### src/rtl/hazard_scoreboard_pkg.sv
// hazard_pkg: shared types and constants for the hazard/bypass controller.
//   SEL_RF     - bypass select value meaning "use the register file"
//   SEL_MEM()  - bypass select value meaning "use memory read data at M"
//   slot_t     - one in-flight destination entry {valid, dest, is_load}
//   md_state_t - mult/div occupancy states
package hazard_pkg;

  // Wide enough for any practical register count; narrower register
  // indices are zero-extended before being stored or compared.
  localparam int unsigned DEST_W = 16;

  localparam int unsigned SEL_RF = 0;

  typedef struct packed {
    logic              valid;
    logic [DEST_W-1:0] dest;
    logic              is_load;
  } slot_t;

  typedef enum logic {
    IDLE = 1'b0,
    BUSY = 1'b1
  } md_state_t;

  function automatic int unsigned SEL_MEM(input int unsigned depth);
    return depth + 1;
  endfunction

endpackage

### src/rtl/hazard_scoreboard_operand_match.sv
// operand_match: resolves one source operand against the in-flight slots.
//   reg_i      - operand register index
//   use_i      - operand is actually read
//   slots_i    - scoreboard slots, index 0 = X (youngest)
//   sel_o      - bypass select (0 = regfile, k = ALU of slot k-1, DEPTH+1 = mem)
//   load_use_o - operand depends on a load still in X: decode must stall
import hazard_pkg::*;

module operand_match #(
  parameter int unsigned DEPTH = 3,
  parameter int unsigned RW    = 5,
  parameter int unsigned SW    = 3
) (
  input  logic [RW-1:0]          reg_i,
  input  logic                   use_i,
  input  slot_t [DEPTH-1:0]      slots_i,
  output logic [SW-1:0]          sel_o,
  output logic                   load_use_o
);

  logic [DEST_W-1:0] regExt;
  assign regExt = DEST_W'(reg_i);

  // Walk from oldest to youngest so the youngest match is the last one
  // assigned and therefore wins.
  always_comb begin
    sel_o      = SW'(SEL_RF);
    load_use_o = 1'b0;
    if (use_i && (reg_i != '0)) begin
      for (int k = int'(DEPTH) - 1; k >= 0; k--) begin
        if (slots_i[k].valid && (slots_i[k].dest == regExt)) begin
          if (slots_i[k].is_load && (k == 0)) begin
            sel_o      = SW'(SEL_RF);
            load_use_o = 1'b1;
          end else if (slots_i[k].is_load && (k == 1)) begin
            sel_o      = SW'(SEL_MEM(DEPTH));
            load_use_o = 1'b0;
          end else begin
            sel_o      = SW'(k + 1);
            load_use_o = 1'b0;
          end
        end
      end
    end
  end

endmodule

### src/rtl/hazard_scoreboard.sv
// hazard_scoreboard: hazard and bypass controller beside the decode stage.
//   clock, reset_n            - rising-edge clock, async active-low reset
//   fd_*                      - decode-slot instruction fields and flags
//   flush                     - kills the decode instruction
//   md_ready                  - mult/div result valid pulse
//   sel_a, sel_b, sel_d       - operand bypass selects
//   stall                     - hold PC/FD, bubble into X
//   md_busy, md_wb, md_dest   - mult/div occupancy, writeback pulse, dest
//   md_err                    - sticky mult/div timeout flag
import hazard_pkg::*;

module hazard_scoreboard #(
  parameter int unsigned NUM_REGS   = 32,
  parameter int unsigned DEPTH      = 3,
  parameter int unsigned MD_TIMEOUT = 64,
  localparam int unsigned RW = $clog2(NUM_REGS),
  localparam int unsigned SW = $clog2(DEPTH + 2),
  localparam int unsigned CW = $clog2(MD_TIMEOUT + 1)
) (
  input  logic          clock,
  input  logic          reset_n,
  input  logic          fd_valid,
  input  logic [RW-1:0] fd_rs,
  input  logic [RW-1:0] fd_rt,
  input  logic [RW-1:0] fd_rd,
  input  logic          fd_use_s,
  input  logic          fd_use_t,
  input  logic          fd_use_d,
  input  logic          fd_wr,
  input  logic          fd_is_load,
  input  logic          fd_is_md,
  input  logic          flush,
  input  logic          md_ready,
  output logic [SW-1:0] sel_a,
  output logic [SW-1:0] sel_b,
  output logic [SW-1:0] sel_d,
  output logic          stall,
  output logic          md_busy,
  output logic          md_wb,
  output logic [RW-1:0] md_dest,
  output logic          md_err
);

  slot_t [DEPTH-1:0] slots_q, slots_d;
  md_state_t         md_state_q, md_state_d;
  logic [RW-1:0]     md_dest_q, md_dest_d;
  logic [CW-1:0]     md_cnt_q, md_cnt_d;
  logic              md_err_q, md_err_d;

  logic luA, luB, luD;
  logic loadUse, mdStall, mdReadHit, mdWriteHit, mdIssue;

  operand_match #(.DEPTH(DEPTH), .RW(RW), .SW(SW)) u_match_a (
    .reg_i(fd_rs), .use_i(fd_use_s), .slots_i(slots_q), .sel_o(sel_a), .load_use_o(luA)
  );
  operand_match #(.DEPTH(DEPTH), .RW(RW), .SW(SW)) u_match_b (
    .reg_i(fd_rt), .use_i(fd_use_t), .slots_i(slots_q), .sel_o(sel_b), .load_use_o(luB)
  );
  operand_match #(.DEPTH(DEPTH), .RW(RW), .SW(SW)) u_match_d (
    .reg_i(fd_rd), .use_i(fd_use_d), .slots_i(slots_q), .sel_o(sel_d), .load_use_o(luD)
  );

  assign loadUse = luA | luB | luD;

  // While mult/div is outstanding the decode instruction must wait if it
  // touches md_dest in any way or needs the unit itself. md_ready in the
  // same cycle does not release it: the regfile is only written at the edge.
  assign mdReadHit  = (fd_use_s && (fd_rs != '0) && (fd_rs == md_dest_q)) ||
                      (fd_use_t && (fd_rt != '0) && (fd_rt == md_dest_q)) ||
                      (fd_use_d && (fd_rd != '0) && (fd_rd == md_dest_q));
  assign mdWriteHit = fd_wr && (fd_rd != '0) && (fd_rd == md_dest_q);
  assign mdStall    = (md_state_q == BUSY) && (mdReadHit || mdWriteHit || fd_is_md);

  assign stall   = fd_valid && !flush && (loadUse || mdStall);
  assign mdIssue = fd_valid && fd_is_md && !stall && !flush;

  // Mult/div results bypass the slot pipeline, so they never enter slot 0.
  always_comb begin
    slots_d = slots_q;
    slots_d[0].valid   = fd_valid && fd_wr && (fd_rd != '0) && !stall && !flush && !fd_is_md;
    slots_d[0].dest    = DEST_W'(fd_rd);
    slots_d[0].is_load = fd_is_load;
    for (int k = 1; k < int'(DEPTH); k++) begin
      slots_d[k] = slots_q[k-1];
    end
  end

  always_comb begin
    md_state_d = md_state_q;
    md_dest_d  = md_dest_q;
    md_cnt_d   = md_cnt_q;
    md_err_d   = md_err_q;
    md_wb      = 1'b0;
    case (md_state_q)
      IDLE: begin
        if (mdIssue) begin
          md_state_d = BUSY;
          md_dest_d  = fd_rd;
          md_cnt_d   = '0;
        end
      end
      BUSY: begin
        if (md_ready) begin
          md_state_d = IDLE;
          md_wb      = 1'b1;
        end else if (md_cnt_q != CW'(MD_TIMEOUT)) begin
          md_cnt_d = md_cnt_q + 1'b1;
          if (md_cnt_q == CW'(MD_TIMEOUT - 1)) begin
            md_err_d = 1'b1;
          end
        end
      end
      default: md_state_d = IDLE;
    endcase
  end

  always_ff @(posedge clock or negedge reset_n) begin
    if (!reset_n) begin
      slots_q    <= '0;
      md_state_q <= IDLE;
      md_dest_q  <= '0;
      md_cnt_q   <= '0;
      md_err_q   <= 1'b0;
    end else begin
      slots_q    <= slots_d;
      md_state_q <= md_state_d;
      md_dest_q  <= md_dest_d;
      md_cnt_q   <= md_cnt_d;
      md_err_q   <= md_err_d;
    end
  end

  assign md_busy = (md_state_q == BUSY);
  assign md_dest = md_dest_q;
  assign md_err  = md_err_q;

endmodule

### config.mk
export PLATFORM = sky130hd
export DESIGN_NAME = hazard_scoreboard
export DESIGN_NICKNAME = d
export VERILOG_FILES = /design/src/rtl/hazard_scoreboard_pkg.sv /design/src/rtl/hazard_scoreboard_operand_match.sv /design/src/rtl/hazard_scoreboard.sv
export SDC_FILE = /design/constraint.sdc
export NUM_CORES = 1
export LEC_CHECK = 0
export BUFFER_PORTS_ARGS = -buffer_cell sky130_fd_sc_hd__buf_2
export CAP_MARGIN = 20
export CORE_ASPECT_RATIO = 0.75
export CORE_MARGIN = 3
export CORE_UTILIZATION = 55
export DETAILED_ROUTE_END_ITERATION = 6
export PLACE_DENSITY = 0.82
export SETUP_SLACK_MARGIN = 0.2
export SLEW_MARGIN = 5
export SYNTH_ARGS = -nofsm -noshare
export SYNTH_HDL_FRONTEND = slang
export SYNTH_SLANG_ARGS = --single-unit
### constraint.sdc
create_clock -name clock -period 2.2 [get_ports clock]
set_input_delay 0.22 -clock clock [delete_from_list [all_inputs] [get_ports clock]]
set_output_delay 0.22 -clock clock [all_outputs]
set_load 0.02 [all_outputs]
==> flow_summary.ini <==
[clock_tree]
cts_tree = done
cts-root-buf = clkbuf_8
clockBufferDepth = 2
h-tree-depth = 2
numClockSinks = 34
worstSkewPairLatency_ps = 300
cts_buffers = 5
hold_buffers = 0
clkSlewWorstSetupHoldPaths_ps = 70

[sta]
fin_tns_setup_ps = -57.2
hold_viol = 22
hold-worst-slack_ps = -18.5
min_period_ps = 2250
period_share = 1.02
max_freq_mhz = 445
timing.final.ws_setup_ps = -49.3
slew_viol_final = 0
max_slew_margin = 0.501
tightest_slew_ps = 749
fin_worst_skew_ps = 11.1
setup_viol = 2
rsz0062_at_grt = yes

[routing]
firstDrtPassIters = 4
drc = 0
ant_nets = 0
routed-via-count = 1900
drt-vias-per-instance = 5.83
wire_per_inst_um = 19.0
wl_um = 6190
drt_iter0_drc = 177

[global_routing]
grt_overflow = 0
grt_pass1_vias = 1744
grt_first_pass_wirelength_um = 9100
busiest_layer = met1
grt_max_degree = 35
grt_usage = 0.258
antenna_found_initial = 0
grt_use_met3 = 0.0831
grtUsageMet1 = 0.377
grt_use_met2 = 0.375

[pwr]
ir_worst_vdd_mv = 0.490
p_per_area_nw_per_um2 = 669
p_leak_nw = 1.29

[floorplan]
pin_count = 44
die_area_um2 = 4800
core_um2 = 3760
fp.dieW_um = 79
start_util = 0.585
die_h_um = 60.8
rows = 19

[synth]
yosysWarnings = 0
synth-async-reset-ratio = 1.00
synth_fa_ha_area_frac = 0.0114
synthFlopType = dfrtp_1
synth_top_area_frac = 0.387
ys_ff_latch = 34
synth_compound_area_frac = 0.0558
syn_nets = 249
synth_top_family_by_area = XOR/XNOR gates
synth_edf_count = 0
synth_top_area_cell = dfrtp_1
synth.top_cells.by_area = dfrtp_1, xor2_1, xnor2_1
muxShareOfSynthArea = 0.0427
syn_area_um2 = 2200
synth_xor_area_frac = 0.259
seq_area_frac_synth = 0.387
yosys.area_share.simple = 0.195
synthesis.instances = 221
avgSynthCellArea_um2 = 9.95
synth.distinct_cells = 36
synth_common_cells = dfrtp_1, xor2_1, xnor2_1, nor4_1, nor2_1

[critical_path]
crit_type = flip-flop to output pin
cp-end-kind = output pin
cp.required_ps = 1980
critPathMaxFanout = 4
cp-start-kind = flip-flop
worstPathArrival_ps = 2030

[finish]
seq_area_um2 = 861
area_delta_synth_final_pct = 34.4
drive_gt1_frac = 0.423
multi_input_comb_area_um2 = 1490
fin_nets = 301
num-fill-cells = 241
final_core_util = 0.787
diodes = 0

[flow_run]
cap_violations = 0

[min_path]
hp-class = input port to async pin

[run_status]
violations = negative hold slack, negative setup slack
outcome = finished, violations left

[placement]
dpl.hpwl_um = 4130
gp_congestion = 0.897
portBuffers = 43
## where the power goes
group / leakage [nW] / internal [mW] / total (mW) / switching [mW]
combinational: 0.807 / 0.230 / 0.505 / 0.275
sequential: 0.413 / 0.682 / 0.772 / 0.0899
clock: 0.0683 / 0.454 / 0.700 / 0.246
total: 1.29 / 1.37 / 1.98 / 0.611
## state kept, by name, indices dropped and copies added, names as in the netlist
signal	count
slots_d	14
md_cnt_q	7
slots_q	6
md_dest	5
md_busy	1
md_err	1
## cell families after synthesis
group	Yosys count
adder cells (fa/ha/maj)	2
multiplexers	8
AO/OA/AOI/OAI	16
XOR/XNOR	65
buffers and inverters	22
flip-flops	34
AND/OR/NAND/NOR	74
## metrics by stage
step | total power, mW | std cells | instance area [um2] | setup slack (ps) | hold slack [ps]
2_1_floorplan | 1.05 | 221 | 2240 | 133 | -75.6
3_3_place_gp | 1.18 | 310 | 2500 | 131 | 332
3_5_place_dp | 1.20 | 310 | 2500 | 69.4 | 329
4_1_cts | 1.92 | 325 | 2770 | -30.3 | 9.74
5_1_grt | 2.06 | 326 | 2960 | -168 | 26.3
6_report | 1.98 | 326 | 2960 | -49.3 | -18.5
## routing by layer
layer  wire length [um]  share of wire
met2               2770           0.45
met5                  0              0
met1               2750           0.44
met3                612          0.099
met4                 66          0.011
## layout by cell type, fill, tap and decap left out, drive strengths merged
cell type	synthesis	final
buf	6	61
xor2	34	34
dfrtp	34	34
xnor2	31	31
nor4	16	16
nor2	13	13
nand2	10	10
nand4	9	9
inv	6	6
nor3	6	6
and3	5	5
clkbuf	10	5
mux2	5	5
nand3	4	4
a21oi	4	4
mux2i	3	3
nand3b	3	3
nand2b	3	3
o21ai	3	3
or4	2	2
a31oi	2	2
ha	2	2
bufinv	0	2
o22ai	2	2
a21bo	1	1
o2111a	1	1
a311oi	1	1
and4b	1	1
and4	1	1
and2	1	1
a41o	1	1
a22oi	1	1
clkinv	0	1
## worst paths after layout
| kind | from | end | slack [ps] | cells after the start |
|---|---|---|---|---|
| worst min-delay path | reset_n | slots_d[53]$_DFF_PN0_ | -20 | 1 |
| worst max register to register | slots_d[21]$_DFF_PN0_ | md_dest[1]$_DFFE_PN0P_ | 240 | 7 |
| min in group clock | fd_is_load | slots_d[18]$_DFF_PN0_ | 40 | 1 |
| worst max-delay path | slots_d[21]$_DFF_PN0_ | stall | -50 | 6 |
| worst min register to register | slots_d[18]$_DFF_PN0_ | slots_d[36]$_DFF_PN0_ | 390 | 0 |
| max in group asynchronous | reset_n | slots_d[20]$_DFF_PN0_ | 1690 | 1 |
## critical path: stages, from the launching register on
cell	delay [ps]
dfrtp_2	460
xnor2_2	160
nand4_1	170
nor4_4	380
nor3_2	100
a311oi_2	270
buf_4	190
## what timing repair did
item | CTS | global route
buffers inserted | 7 | 1
pin swaps | 18 | 20
resized for setup | 19 | 35
setup endpoints to repair | 17 | 19
## area by class of cell
type                       instances  share of cell area
clock inverter                     3              0.0233
tap                               52              0.0220
inverter                           6             0.00762
multi-input combinational        165               0.503
timing repair buffer              61               0.129
clock buffer                       5              0.0233
sequential                        34               0.291
Note: power is estimated with default switching activity, not from simulation.
